**src/rtl/decode_issue_ctrl_pkg.sv**
```systemverilog
// Shared decode/issue types: decoded control bundle, memory/CSR command
// encodings and the issue controller state encoding.
package decode_issue_ctrl_pkg;

    // Memory command encodings (subset used by the issue logic)
    localparam logic [4:0] M_XRD = 5'b00000;  // integer load
    localparam logic [4:0] M_XWR = 5'b00001;  // integer store

    // CSR command encodings; anything other than CSR_N is a CSR access
    localparam logic [2:0] CSR_N = 3'd0;

    // Decoded control signals for the instruction sitting in decode
    typedef struct packed {
        logic       legal;    // instruction decoded as legal
        logic       fence;    // FENCE
        logic       fence_i;  // FENCE.I
        logic [2:0] csr;      // CSR command
        logic       mem;      // memory access
        logic [4:0] mem_cmd;  // memory command
        logic       div;      // divide/remainder
        logic       wxd;      // writes integer rd
        logic       rxs1;     // reads integer rs1
        logic       rxs2;     // reads integer rs2
    } ControlSignals;

    // Issue controller states
    typedef enum logic [2:0] {
        RUN        = 3'd0,
        DRAIN      = 3'd1,
        FLUSH_REQ  = 3'd2,
        FLUSH_WAIT = 3'd3,
        ISSUE_SER  = 3'd4
    } IssueState;

    // Result arrives late (load or divide) and must be tracked in the scoreboard
    function automatic logic is_long_latency(input ControlSignals cs);
        return (cs.mem && (cs.mem_cmd == M_XRD)) || cs.div;
    endfunction

    // Instruction must run alone with the pipeline drained
    function automatic logic is_serialising(input ControlSignals cs);
        return cs.fence || cs.fence_i || (cs.csr != CSR_N);
    endfunction

endpackage

```
**src/rtl/decode_issue_ctrl_scoreboard.sv**
```systemverilog
// Pending-writeback scoreboard: one bit per architectural register, set when a
// long-latency producer issues and cleared by its writeback. x0 never pends.
module issue_scoreboard #(
    parameter int NUM_REGS = 32,
    parameter int AW       = 5
) (
    input  logic          clk,
    input  logic          rst_n,
    input  logic          i_set_en,
    input  logic [AW-1:0] i_set_addr,
    input  logic          i_clr_en,
    input  logic [AW-1:0] i_clr_addr,
    input  logic [AW-1:0] i_rs1_addr,
    input  logic [AW-1:0] i_rs2_addr,
    input  logic [AW-1:0] i_rd_addr,
    output logic          o_rs1_pend,
    output logic          o_rs2_pend,
    output logic          o_rd_pend,
    output logic          o_any_pend
);

    logic [NUM_REGS-1:0] r_pending;
    logic [NUM_REGS-1:0] w_set_mask;
    logic [NUM_REGS-1:0] w_clr_mask;
    logic [NUM_REGS-1:0] w_pending_nxt;

    // Next pending vector: clear first, then set, so a same-cycle set wins
    always_comb begin
        // NOTE: every always_comb target gets a default first so no path leaves it unassigned (no latch).
        w_set_mask = '0;
        w_clr_mask = '0;
        if (i_set_en) w_set_mask[i_set_addr] = 1'b1;
        if (i_clr_en) w_clr_mask[i_clr_addr] = 1'b1;
        w_pending_nxt    = (r_pending & ~w_clr_mask) | w_set_mask;
        w_pending_nxt[0] = 1'b0;
    end

    // Pending vector register
    always_ff @(posedge clk or negedge rst_n) begin
        // NOTE: this is control state, not data storage, so every bit is reset; a stale bit would stall forever.
        if (!rst_n) r_pending <= '0;
        // NOTE: sequential state uses non-blocking assignment so all flops update from pre-edge values.
        else        r_pending <= w_pending_nxt;
    end

    // Read ports see only the registered vector
    assign o_rs1_pend = r_pending[i_rs1_addr];
    assign o_rs2_pend = r_pending[i_rs2_addr];
    assign o_rd_pend  = r_pending[i_rd_addr];
    assign o_any_pend = |r_pending;

endmodule

```
**src/rtl/decode_issue_ctrl.sv**
```systemverilog
// Decode-to-execute issue controller: RAW/WAW stalls against long-latency
// writebacks, memory back-pressure, FENCE/CSR drain and FENCE.I flush sequencing.
module decode_issue_ctrl
    import decode_issue_ctrl_pkg::*;
#(
    parameter int MAX_MEM_OUTSTANDING = 4,
    parameter int NUM_REGS            = 32
) (
    input  logic          clk,
    input  logic          rst_n,
    input  logic          id_valid,
    input  logic          id_kill,
    input  ControlSignals id_cs,
    input  logic [4:0]    id_rs1_addr,
    input  logic [4:0]    id_rs2_addr,
    input  logic [4:0]    id_rd_addr,
    input  logic          ex_ready,
    output logic          issue_valid,
    output logic          id_stall,
    input  logic          lw_wb_valid,
    input  logic [4:0]    lw_wb_addr,
    input  logic          mem_resp_valid,
    output logic          icache_flush_req,
    input  logic          icache_flush_done
);

    localparam int CNT_W = $clog2(MAX_MEM_OUTSTANDING + 1);

    IssueState        r_state;
    IssueState        w_state_nxt;
    logic             r_kill_seen;
    logic             w_kill_seen_nxt;
    logic [CNT_W-1:0] r_mem_cnt;

    logic w_rs1_pend;
    logic w_rs2_pend;
    logic w_rd_pend;
    logic w_any_pend;
    logic w_live;
    logic w_hazard;
    logic w_offer;
    logic w_fire;
    logic w_sb_set;
    logic w_mem_inc;
    logic w_drained;

    issue_scoreboard #(
        .NUM_REGS (NUM_REGS),
        .AW       (5)
    ) u_sb (
        .clk        (clk),
        .rst_n      (rst_n),
        .i_set_en   (w_sb_set),
        .i_set_addr (id_rd_addr),
        .i_clr_en   (lw_wb_valid),
        .i_clr_addr (lw_wb_addr),
        .i_rs1_addr (id_rs1_addr),
        .i_rs2_addr (id_rs2_addr),
        .i_rd_addr  (id_rd_addr),
        .o_rs1_pend (w_rs1_pend),
        .o_rs2_pend (w_rs2_pend),
        .o_rd_pend  (w_rd_pend),
        .o_any_pend (w_any_pend)
    );

    assign w_live    = id_valid && !id_kill;
    assign w_hazard  = (id_cs.rxs1 && w_rs1_pend) ||
                       (id_cs.rxs2 && w_rs2_pend) ||
                       (id_cs.wxd  && w_rd_pend)  ||
                       (id_cs.mem  && (r_mem_cnt == CNT_W'(MAX_MEM_OUTSTANDING)));
    assign w_drained = (r_mem_cnt == '0) && !w_any_pend;

    // Offer the decode instruction to execute when the state allows it
    always_comb begin
        w_offer = 1'b0;
        case (r_state)
            RUN:       w_offer = w_live && !w_hazard && !is_serialising(id_cs);
            ISSUE_SER: w_offer = w_live;
            default:   w_offer = 1'b0;
        endcase
    end

    // Outputs are forced low while reset is asserted
    assign issue_valid      = rst_n && w_offer;
    assign w_fire           = issue_valid && ex_ready;
    assign id_stall         = rst_n && w_live && !w_fire;
    assign icache_flush_req = rst_n && ((r_state == FLUSH_REQ) || (r_state == FLUSH_WAIT));

    // Illegal instructions issue without touching the scoreboard or counter
    assign w_sb_set  = w_fire && id_cs.legal && is_long_latency(id_cs) && id_cs.wxd;
    assign w_mem_inc = w_fire && id_cs.legal && id_cs.mem;

    // Outstanding memory op counter: issue increments, response decrements
    always_ff @(posedge clk or negedge rst_n) begin
        if (!rst_n) begin
            r_mem_cnt <= '0;
        end else if (w_mem_inc && !mem_resp_valid) begin
            r_mem_cnt <= r_mem_cnt + CNT_W'(1);
        end else if (!w_mem_inc && mem_resp_valid && (r_mem_cnt != '0)) begin
            r_mem_cnt <= r_mem_cnt - CNT_W'(1);
        end
    end

    // A response with nothing outstanding is a protocol error upstream
    mem_resp_underflow: assert property (@(posedge clk) disable iff (!rst_n)
        !(mem_resp_valid && !w_mem_inc && (r_mem_cnt == '0)));

    // Serialisation / flush FSM next-state
    always_comb begin
        w_state_nxt     = r_state;
        w_kill_seen_nxt = r_kill_seen;
        case (r_state)
            RUN: begin
                if (w_live && is_serialising(id_cs)) w_state_nxt = DRAIN;
            end
            DRAIN: begin
                if (id_kill)        w_state_nxt = RUN;
                else if (w_drained) w_state_nxt = id_cs.fence_i ? FLUSH_REQ : ISSUE_SER;
            end
            FLUSH_REQ: begin
                w_state_nxt     = FLUSH_WAIT;
                w_kill_seen_nxt = r_kill_seen || id_kill;
            end
            FLUSH_WAIT: begin
                // A kill cannot abort the flush; it only suppresses the issue afterwards
                if (icache_flush_done) begin
                    w_state_nxt     = (r_kill_seen || id_kill) ? RUN : ISSUE_SER;
                    w_kill_seen_nxt = 1'b0;
                end else begin
                    w_kill_seen_nxt = r_kill_seen || id_kill;
                end
            end
            ISSUE_SER: begin
                if (id_kill || w_fire) w_state_nxt = RUN;
            end
            default: begin
                w_state_nxt     = RUN;
                w_kill_seen_nxt = 1'b0;
            end
        endcase
    end

    // FSM state register
    always_ff @(posedge clk or negedge rst_n) begin
        if (!rst_n) begin
            r_state     <= RUN;
            r_kill_seen <= 1'b0;
        end else begin
            r_state     <= w_state_nxt;
            r_kill_seen <= w_kill_seen_nxt;
        end
    end

endmodule

```
**config.mk**
```make
export PLATFORM = sky130hd
export DESIGN_NAME = decode_issue_ctrl
export DESIGN_NICKNAME = d
export VERILOG_FILES = /design/src/rtl/decode_issue_ctrl_pkg.sv /design/src/rtl/decode_issue_ctrl_scoreboard.sv /design/src/rtl/decode_issue_ctrl.sv
export SDC_FILE = /design/constraint.sdc
export NUM_CORES = 1
export LEC_CHECK = 0
export BUFFER_PORTS_ARGS = -buffer_cell sky130_fd_sc_hd__buf_2
export CORE_ASPECT_RATIO = 1.4
export CORE_MARGIN = 10
export CORE_UTILIZATION = 57
export CTS_CLUSTER_DIAMETER = 150
export CTS_CLUSTER_SIZE = 20
export DETAILED_ROUTE_END_ITERATION = 8
export PLACE_DENSITY = 0.87
export SYNTH_ARGS = -nofsm -noshare
export SYNTH_HDL_FRONTEND = slang
export SYNTH_SLANG_ARGS = --single-unit
export TNS_END_PERCENT = 100
```
**constraint.sdc**
```tcl
create_clock -name clk -period 4.2 [get_ports clk]
set_input_delay 1.26 -clock clk [delete_from_list [all_inputs] [get_ports clk]]
set_output_delay 1.26 -clock clk [all_outputs]
set_load 0.05 [all_outputs]
```
[Yosys cells after proc, flatten, opt, wreduce, memory -nomap -nowiden]
Index checks and enable logic that the tools add are counted.
Operators by class
  order comparisons: 6
  reduce and logical (&&, ||, !) cells: 49
  add/sub/neg operators: 2
  equal/unequal tests: 9
  muxes and demuxes: 25
  bitwise logic cells: 3
Operator list (number)
  32-bit two-way mux: 2
  32-bit bitwise AND: 1
  32-bit NOT: 1
  32-bit OR: 1
  31-bit OR reduction: 1
  3-bit two-way mux: 9
  1-bit logical AND: 24
  5-bit by 6-bit less-than comparator with 1-bit output (second input constant): 4
  1-bit binary-select mux with 5-bit select: 3
  3-bit case mux with 5 select lines: 1
  1-bit demux with 5-bit select: 2
  5-bit by 1-bit >= comparator with 1-bit output (second input constant): 2
  1-bit logical OR: 9
  1-bit logical NOT: 7
  3-bit by 2-bit == test with 1-bit output (second input constant): 2
  3-bit == test (second input constant): 2
  3-bit logical NOT: 2
  1-bit two-way mux: 6
  2-bit inequality test (second input constant): 3
  3-bit nonzero test: 2
  5-bit logical NOT: 1
  4-bit AND reduction: 1
  3-bit by 1-bit adder with 3-bit output (second input constant): 1
  3-bit by 1-bit == test with 1-bit output (second input constant): 1
  other kinds (6): 6
Storage, ports and cells
  flip-flop bits (word level): 38
  logic and storage cells: 98
  bits of input ports: 44

[Depth between registers and ports, before layout]
Gate-level depths: netlist of run 1.
  word-level depth: 19
  depth in mapped cells: 14
  depth with buffers taken out: 12

[Hierarchy]
A second synthesis of run 1 with hierarchy kept.
Unflattened totals
  cells, all modules: 314
  area total of the unflattened synthesis: 2835.2 um^2
Modules (own cells, without submodules)
  issue_scoreboard: area an instance 2240.9 um^2, seq. area each 775.7 um^2, times used 1, cells each 239
  decode_issue_ctrl: area an instance 594.3 um^2, seq. area each 175.2 um^2, times used 1, cells each 75

[Least setup slack after synthesis of run 1]
OpenSTA, ideal clock, no wires.
  kind: input port to output port
  start: in id_rd_addr[1]
  end: out issue_valid
  arrival: 3.978 ns
  path slack: -1.038 ns
  stages on the path: 8
  buffers on the path: 2
  path through: buf_6 buf_2 mux2i_1 o22ai_1 o21ai_0 o211ai_1 o221a_2 nor4_1
On the way
  word-level cells in the longest chain between the ends: 10
Ends and longest elaborated chain
  from (decl): line decode_issue_ctrl.sv:16  | input logic [4:0] id_rd_addr,
  1-bit binary-select mux with 5-bit select: line decode_issue_ctrl_scoreboard.sv:49  | assign o_rd_pend = r_pending[i_rd_addr];
  1-bit two-way mux (implied by the code): line decode_issue_ctrl_scoreboard.sv:49
  1-bit logical AND: line decode_issue_ctrl.sv:69  | (id_cs.wxd && w_rd_pend) ||
  1-bit logical OR: line decode_issue_ctrl.sv:68  | (id_cs.rxs2 && w_rs2_pend) ||
  1-bit logical OR: line decode_issue_ctrl.sv:69
  1-bit logical NOT: line decode_issue_ctrl.sv:77  | RUN: w_offer = w_live && !w_hazard && !is_serialising(id_cs);
  1-bit logical AND (2 in a row): line decode_issue_ctrl.sv:77
  1-bit case mux with 2 select lines: line decode_issue_ctrl.sv:76  | case (r_state)
  1-bit logical AND: line decode_issue_ctrl.sv:84  | assign issue_valid = rst_n && w_offer;
  to (decl): line decode_issue_ctrl.sv:18  | output logic issue_valid,
No other way between the ends. The select of a mux whose other input is x is not followed.

[Worst setup path in the final report of run 1]
  start: in id_rd_addr[1]
  end: out id_stall
On the way
  word-level cells in the longest chain between the ends: 13
Ends and longest elaborated chain
  1-bit binary-select mux with 5-bit select: line decode_issue_ctrl_scoreboard.sv:49
  1-bit two-way mux (implied by the code): line decode_issue_ctrl_scoreboard.sv:49
  1-bit logical AND: line decode_issue_ctrl.sv:69
  1-bit logical OR: line decode_issue_ctrl.sv:68
  1-bit logical OR: line decode_issue_ctrl.sv:69
  1-bit logical NOT: line decode_issue_ctrl.sv:77
  1-bit logical AND (2 in a row): line decode_issue_ctrl.sv:77
  1-bit case mux with 2 select lines: line decode_issue_ctrl.sv:76
  1-bit logical AND: line decode_issue_ctrl.sv:84
  1-bit logical AND: line decode_issue_ctrl.sv:85  | assign w_fire = issue_valid && ex_ready;
  1-bit logical NOT: line decode_issue_ctrl.sv:86  | assign id_stall = rst_n && w_live && !w_fire;
  1-bit logical AND: line decode_issue_ctrl.sv:86
  to (decl): line decode_issue_ctrl.sv:19  | output logic id_stall,
No other way between the ends. The select of a mux whose other input is x is not followed.

==> results.sh, run 1 <==
export IMPL_status="finished, violations left"
export IMPL_violations="setup timing"
export IMPL_worstSetupEndpointType="primary output"
export IMPL_hold_viol_final=0
export IMPL_ctsHtreeMaxLevel=2
export IMPL_routabilityCongestion=1.00
export IMPL_critPathLaunchType="input pin"
export IMPL_worstSetupStartpoint="id_rd_addr[1]"
export IMPL_gr_total_overflow=0
export IMPL_wl_per_cell_um=22.5
export IMPL_synth_edf_count=0
export IMPL_regToRegSetupSlack_ns=0.71
export IMPL_dieHeight_um=105
export IMPL_reg2reg_to="r_mem_cnt[2]$_DFFE_PN0P_"
export IMPL_numCtsBuffers=5
export IMPL_cts_num_sinks=38
export IMPL_wl_met2_um=4970
export IMPL_synth_warnings=0
export IMPL_syn_nets=371
export IMPL_layout_drive_gt1_share=0.322
export IMPL_final_cell_mix="o21ai_0 (66), buf_2 (39), dfrtp_1 (38)"
export IMPL_slew_violations=0
export IMPL_route_met3_wl_um=1310
export IMPL_top_layer="met4"
export IMPL_p_leak_uw=0.00154
export IMPL_drt_pass1_iterations=7
export IMPL_grtUsageTotal=0.228
export IMPL_grt_max_degree=41
export IMPL_cts_root_buf="clkbuf_8"
export IMPL_grt_pass1_wl_um=15700
export IMPL_synth_seq_area_share=0.325
export IMPL_path_clk_slew_ns=0.07
export IMPL_maxSlewHeadroom=0.663
export IMPL_finalNonFillerCells=461
export IMPL_die_x_um=80.6
export IMPL_async_flop_share=1.00
export IMPL_maxCapViolCount=0
export IMPL_drt_met1_wl_um=3470
export IMPL_coreArea_um2=4920
export IMPL_fmax_mhz=230
export IMPL_ys_flop_type="dfrtp_1"
export IMPL_cts_tree="built"
export IMPL_crit_fanout=7
export IMPL_critPathKind="input pin to primary output"
export IMPL_synth_cells=326
export IMPL_die_area_um2=8450
export IMPL_place_ws_ns=-0.179
export IMPL_yosys_area_top_type="dfrtp_1"
export IMPL_fin_setup_tns_ns=-0.305
export IMPL_fin_worst_skew_ns=0.00843
export IMPL_fin_nets=441
export IMPL_diodes=0
export IMPL_post_route_period_util=1.04
export IMPL_grt_pass1_vias=3236
export IMPL_hold_ws_ns=0.587
export IMPL_area_growth_pct=25.8
export IMPL_routed_wl_um=10400
export IMPL_synth_area_um2=2930
export IMPL_cp_required_ns=2.94
export IMPL_ant_nets=0
export IMPL_setup_viol=3
export IMPL_min_path_type="register to register"
export IMPL_drtIter0Drc=438
export IMPL_via_per_inst=7.15
export IMPL_synth_top_area_frac=0.325
export IMPL_rr_startpoint="r_state[1]$_DFFE_PN0P_"
export IMPL_synth_area_top_cells="dfrtp_1 (32%), o21ai_0 (12%), mux2i_1 (11%)"
export IMPL_worst_slack_ns=-0.147
export IMPL_dpl_cell_count=450
export IMPL_rows=30
export IMPL_layout_commonest_cell="o21ai_0"
export IMPL_dp_hpwl_um=6980
export IMPL_min_period_ns=4.35
export IMPL_cts_buffer_depth=2
export IMPL_drcViolationCount=0
export IMPL_worstPathArrival_ns=3.09
export IMPL_io_buffers=46
export IMPL_finish_utilization=0.749
export IMPL_rsz0062_at_grt="true"
export IMPL_start_util=0.596
export IMPL_cp_endpoint="id_stall"
export IMPL_ios=47
export IMPL_ys_ff_latch=38
export IMPL_antenna_found_initial=0
export IMPL_rr_worst_depth=14
export IMPL_avgSynthCellArea_um2=8.98
export IMPL_num_vias=3296
export IMPL_ys_types=53
export IMPL_tightest_slew_ns=0.506
export IMPL_ir_drop_mv=0.223
export IMPL_clk_latency_ns=0.30
export IMPL_p_per_area_nw_per_um2=310
## kinds of logic (layout without fill, tap and decap cells)
logic type / after synthesis / after routing / synth area share
buffers and inverters: 19 / 90 / 0.0320
XOR/XNOR: 1 / 1 / 0.00299
AND/OR/NAND/NOR: 120 / 120 / 0.249
multiplexers: 45 / 45 / 0.182
AO/OA/AOI/OAI: 102 / 102 / 0.202
adder cells (fa/ha/maj): 1 / 1 / 0.00683
flip-flops: 38 / 38 / 0.325
## layout make-up
cell class                      instances  area (um2)
Clock buffer                            6        72.6
Clock inverter                          2        37.5
Fill cell                             328        1230
Inverter                                4        15.0
Multi-Input combinational cell        269        2000
Sequential cell                        38         951
Tap cell                               64        80.1
Timing Repair Buffer                   78         531
## flip-flops by register name (all words and copies together), names as in the netlist
register	flops
r_state	3
r_kill_seen	1
r_mem_cnt	3
u_sb.r_pending	31
## critical path: stages
cell and delay [ns]:
buf_12 0.10, buf_8 0.13, mux2i_1 0.29, o22ai_1 0.18, a21oi_1 0.20, nand4_1 0.15
o221a_4 0.30, nor3_4 0.25, a21oi_4 0.08, buf_6 0.15
## metrics by stage
| step | instance area, um2 | total power (uW) |
|---|---|---|
| floorplan | 2960 | 686 |
| global placement | 3400 | 789 |
| detailed placement | 3400 | 807 |
| CTS | 3570 | 1120 |
| global route | 3680 | 1200 |
| finish | 3680 | 1140 |
## cell usage after synthesis (all sizes together), types with 4 or more instances
master and n:
o21ai 70, nand2 18, nor4 11, inv 4, a221oi 5, a21oi 6
nand4 7, nor2b 10, mux2 7, nand3b 9, nand3 12, clkbuf 10
mux4 6, o22ai 5, dfrtp 38, nand2b 4, nor3 7, mux2i 32
buf 5, nor2 19
## layer usage
layer	vias up	track usage
met5	-	0
met4	0	0.120
met3	75	0.0686
met2	283	0.378
met1	1535	0.251
li1	1403	-
## report_power, final
part	internal [uW]	leakage [uW]	total [uW]	switching (uW)
Sequential	398	0.000521	462	64.1
Clock	177	0.0000514	309	132
Combinational	174	0.000965	371	197
Total	750	0.00154	1140	392
## worst min-delay path by stage
stage / start / endpoint / slack [ns] / depth (start not counted)
5_1_grt: r_state[0]$_DFFE_PN0P_ / r_kill_seen$_DFFE_PN0N_ / 0.61 / 1
2_1_floorplan: r_mem_cnt[2]$_DFFE_PN0P_ / r_mem_cnt[2]$_DFFE_PN0P_ / 0.50 / 1
3_5_place_dp: r_state[0]$_DFFE_PN0P_ / r_kill_seen$_DFFE_PN0N_ / 0.57 / 1
6_report: r_state[0]$_DFFE_PN0P_ / r_kill_seen$_DFFE_PN0N_ / 0.59 / 1
4_1_cts: r_kill_seen$_DFFE_PN0N_ / r_state[2]$_DFFE_PN0P_ / 0.59 / 3
3_3_place_gp: r_state[0]$_DFFE_PN0P_ / r_kill_seen$_DFFE_PN0N_ / 0.56 / 1
## timing repair
item / in CTS / in global routing
buffers inserted: 2 / 2
resized for setup: 15 / 23
endpoints found under the setup margin: 2 / 3
hold buffers: 0 / 0
cloned: 0 / 0
pin swaps: 8 / 13
(Power assumes the default switching activity.)
==> run 2, diff against run 1 <==
- CORE_MARGIN: 10 -> default
==> run 2 against run 1 <==
The run now ends clean; die area is 36% lower; critical path depth did not move; cell count up 0.22%; clock skew barely moved; routed wire length is 12% lower; non-clock buffer count increased by 1; fmax is 4.1% higher; clock power down 14%; highest routed layer unchanged; first-iteration DRC count down 52%; cell area down 0.48%; core utilization up 0.22 points; sequential share of layout area up 0.12 points.
==> results.sh, run 2 (same netlist as run 1, synthesis figures left out) <==
export IMPL_fin_worst_skew_ns=0.00826
export IMPL_slew_violations=0
export IMPL_coreArea_um2=4880
export IMPL_drtIter0Drc=210
export IMPL_largest_register="u_sb.r_pending"
export IMPL_area_growth_pct=25.2
export IMPL_dieHeight_um=86.8
export IMPL_rows=30
export IMPL_worstPathArrival_ns=2.92
export IMPL_fillCellCount=345
export IMPL_cp_required_ns=2.94
export IMPL_worstSetupEndpointType="primary output"
export IMPL_largest_reg_flops=31
export IMPL_grt_pass1_wl_um=14000
export IMPL_crit_family="compound AO/OA/AOI/OAI gates"
export IMPL_reg_top3="u_sb.r_pending x31, r_mem_cnt x3, r_state x3"
export IMPL_min_period_ns=4.18
export IMPL_worst_path_buf_inv=3
export IMPL_fin_nets=442
export IMPL_slowest_stage="or3_1"
export IMPL_grt_max_degree=41
export IMPL_grt_pass1_vias=2957
export IMPL_maxCapViolCount=0
export IMPL_status="complete, no violations"
export IMPL_antenna_found_initial=0
export IMPL_dp_hpwl_um=6570
export IMPL_critPathLaunchType="input pin"
export IMPL_p_per_area_nw_per_um2=297
export IMPL_cts_num_sinks=38
export IMPL_drt_pass1_iterations=4
export IMPL_total_power_uw=1090
export IMPL_clk_latency_ns=0.30
export IMPL_place_ws_ns=-0.211
export IMPL_die_area_um2=5430
export IMPL_crit_chain="buf_2 -> buf_4 -> or3_1 -> o22ai_1 -> a21oi_1 -> nand4_1 -> o221a_4 -> nor3_4 -> a21oi_4 -> buf_6"
export IMPL_io_buffers=46
export IMPL_slowest_delay_ns=0.38
export IMPL_worst_slack_ns=0.0244
export IMPL_ant_nets=0
export IMPL_path_clk_slew_ns=0.07
export IMPL_layout_commonest_cell="o21ai_0"
export IMPL_stdcell_area_um2=3670
export IMPL_maxSlewHeadroom=0.653
export IMPL_crit_fanout=12
export IMPL_crit_cells=10
export IMPL_final_cell_mix="o21ai_0 (67), buf_2 (42), dfrtp_1 (38)"
export IMPL_cts_buffer_depth=2
export IMPL_diodes=0
export IMPL_critPathKind="input pin to primary output"
export IMPL_wl_per_cell_um=19.8
export IMPL_ctsHtreeMaxLevel=2
export IMPL_ios=47
export IMPL_drcViolationCount=0
export IMPL_routed_wl_um=9160
export IMPL_place_area_um2=3420
export IMPL_via_per_inst=6.79
export IMPL_hold_viol_final=0
export IMPL_tightest_slew_ns=0.519
export IMPL_setup_viol=0
export IMPL_rsz0062_at_grt="true"
export IMPL_rr_worst_depth=14
export IMPL_p_leak_uw=0.00156
export IMPL_cts_tree="built"
export IMPL_fin_setup_tns_ns=0
export IMPL_min_path_type="register to register"
export IMPL_fmax_mhz=239
export IMPL_num_vias=3138
export IMPL_hold_depth=2
export IMPL_grtUsageTotal=0.340
export IMPL_post_route_period_util=0.994
export IMPL_ir_drop_mv=0.174
export IMPL_cts_root_buf="clkbuf_8"
export IMPL_layout_drive_gt1_share=0.312
export IMPL_die_x_um=62.6
export IMPL_routabilityCongestion=0.992
export IMPL_finish_utilization=0.752
export IMPL_numCtsBuffers=5
export IMPL_start_util=0.600
export IMPL_gr_total_overflow=0
-- run 2: per-layer routing --
metal  track usage  wire [um]  vias to the layer above
li1              -          -                     1401
met5             0          0                        -
met4         0.216        469                        0
met1         0.385       3300                     1484
met2         0.595       4620                      202
met3        0.0553        770                       51
-- run 2: cell type report --
type | count | area (um2) | share of cell area
Inverter | 4 | 15.0 | 0.00409
Sequential cell | 38 | 951 | 0.259
Clock inverter | 2 | 12.5 | 0.00341
Tap cell | 64 | 80.1 | 0.0218
Multi-Input combinational cell | 269 | 1970 | 0.538
Clock buffer | 6 | 82.6 | 0.0225
Timing Repair Buffer | 79 | 552 | 0.150
-- run 2: repair_timing --
item,4_1_cts,5_1_grt
setup buffers,0,5
endpoints found under the setup margin,2,2
pin swaps,5,13
resized for setup,8,20
hold buffers,0,0
-- run 2: per-stage QoR --
step                      cells  hold WS, ns
after CTS                   457        0.589
after global routing        462        0.609
after detailed placement    449        0.569
after global placement      449        0.567
after floorplan             326        0.505
final                       462        0.590
-- run 2: worst paths after layout --
kind	start	end	slack (ns)
max	id_rd_addr[2]	id_stall	0.02
min	r_kill_seen$_DFFE_PN0N_	r_kill_seen$_DFFE_PN0N_	0.59
max reg2reg	u_sb.r_pending[8]$_DFF_PN0_	r_mem_cnt[2]$_DFFE_PN0P_	0.82
min reg2reg	r_kill_seen$_DFFE_PN0N_	r_kill_seen$_DFFE_PN0N_	0.59
max in group asynchronous	rst_n	r_state[2]$_DFFE_PN0P_	2.81
min in group asynchronous	rst_n	u_sb.r_pending[25]$_DFF_PN0_	1.04
-- run 2: where the power goes --
part / leakage, uW / internal (uW) / switching [uW]
sequential: 0.000521 / 398 / 61.5
combinational: 0.000991 / 173 / 192
clock: 0.0000472 / 132 / 133
total: 0.00156 / 704 / 387
-- run 2: tightest hold or removal path: cells and delay by family, from the launching register on --
kind | cells | cell delay [ns]
DFF | 1 | 0.38
AOI/OAI and AO/OA | 2 | 0.17
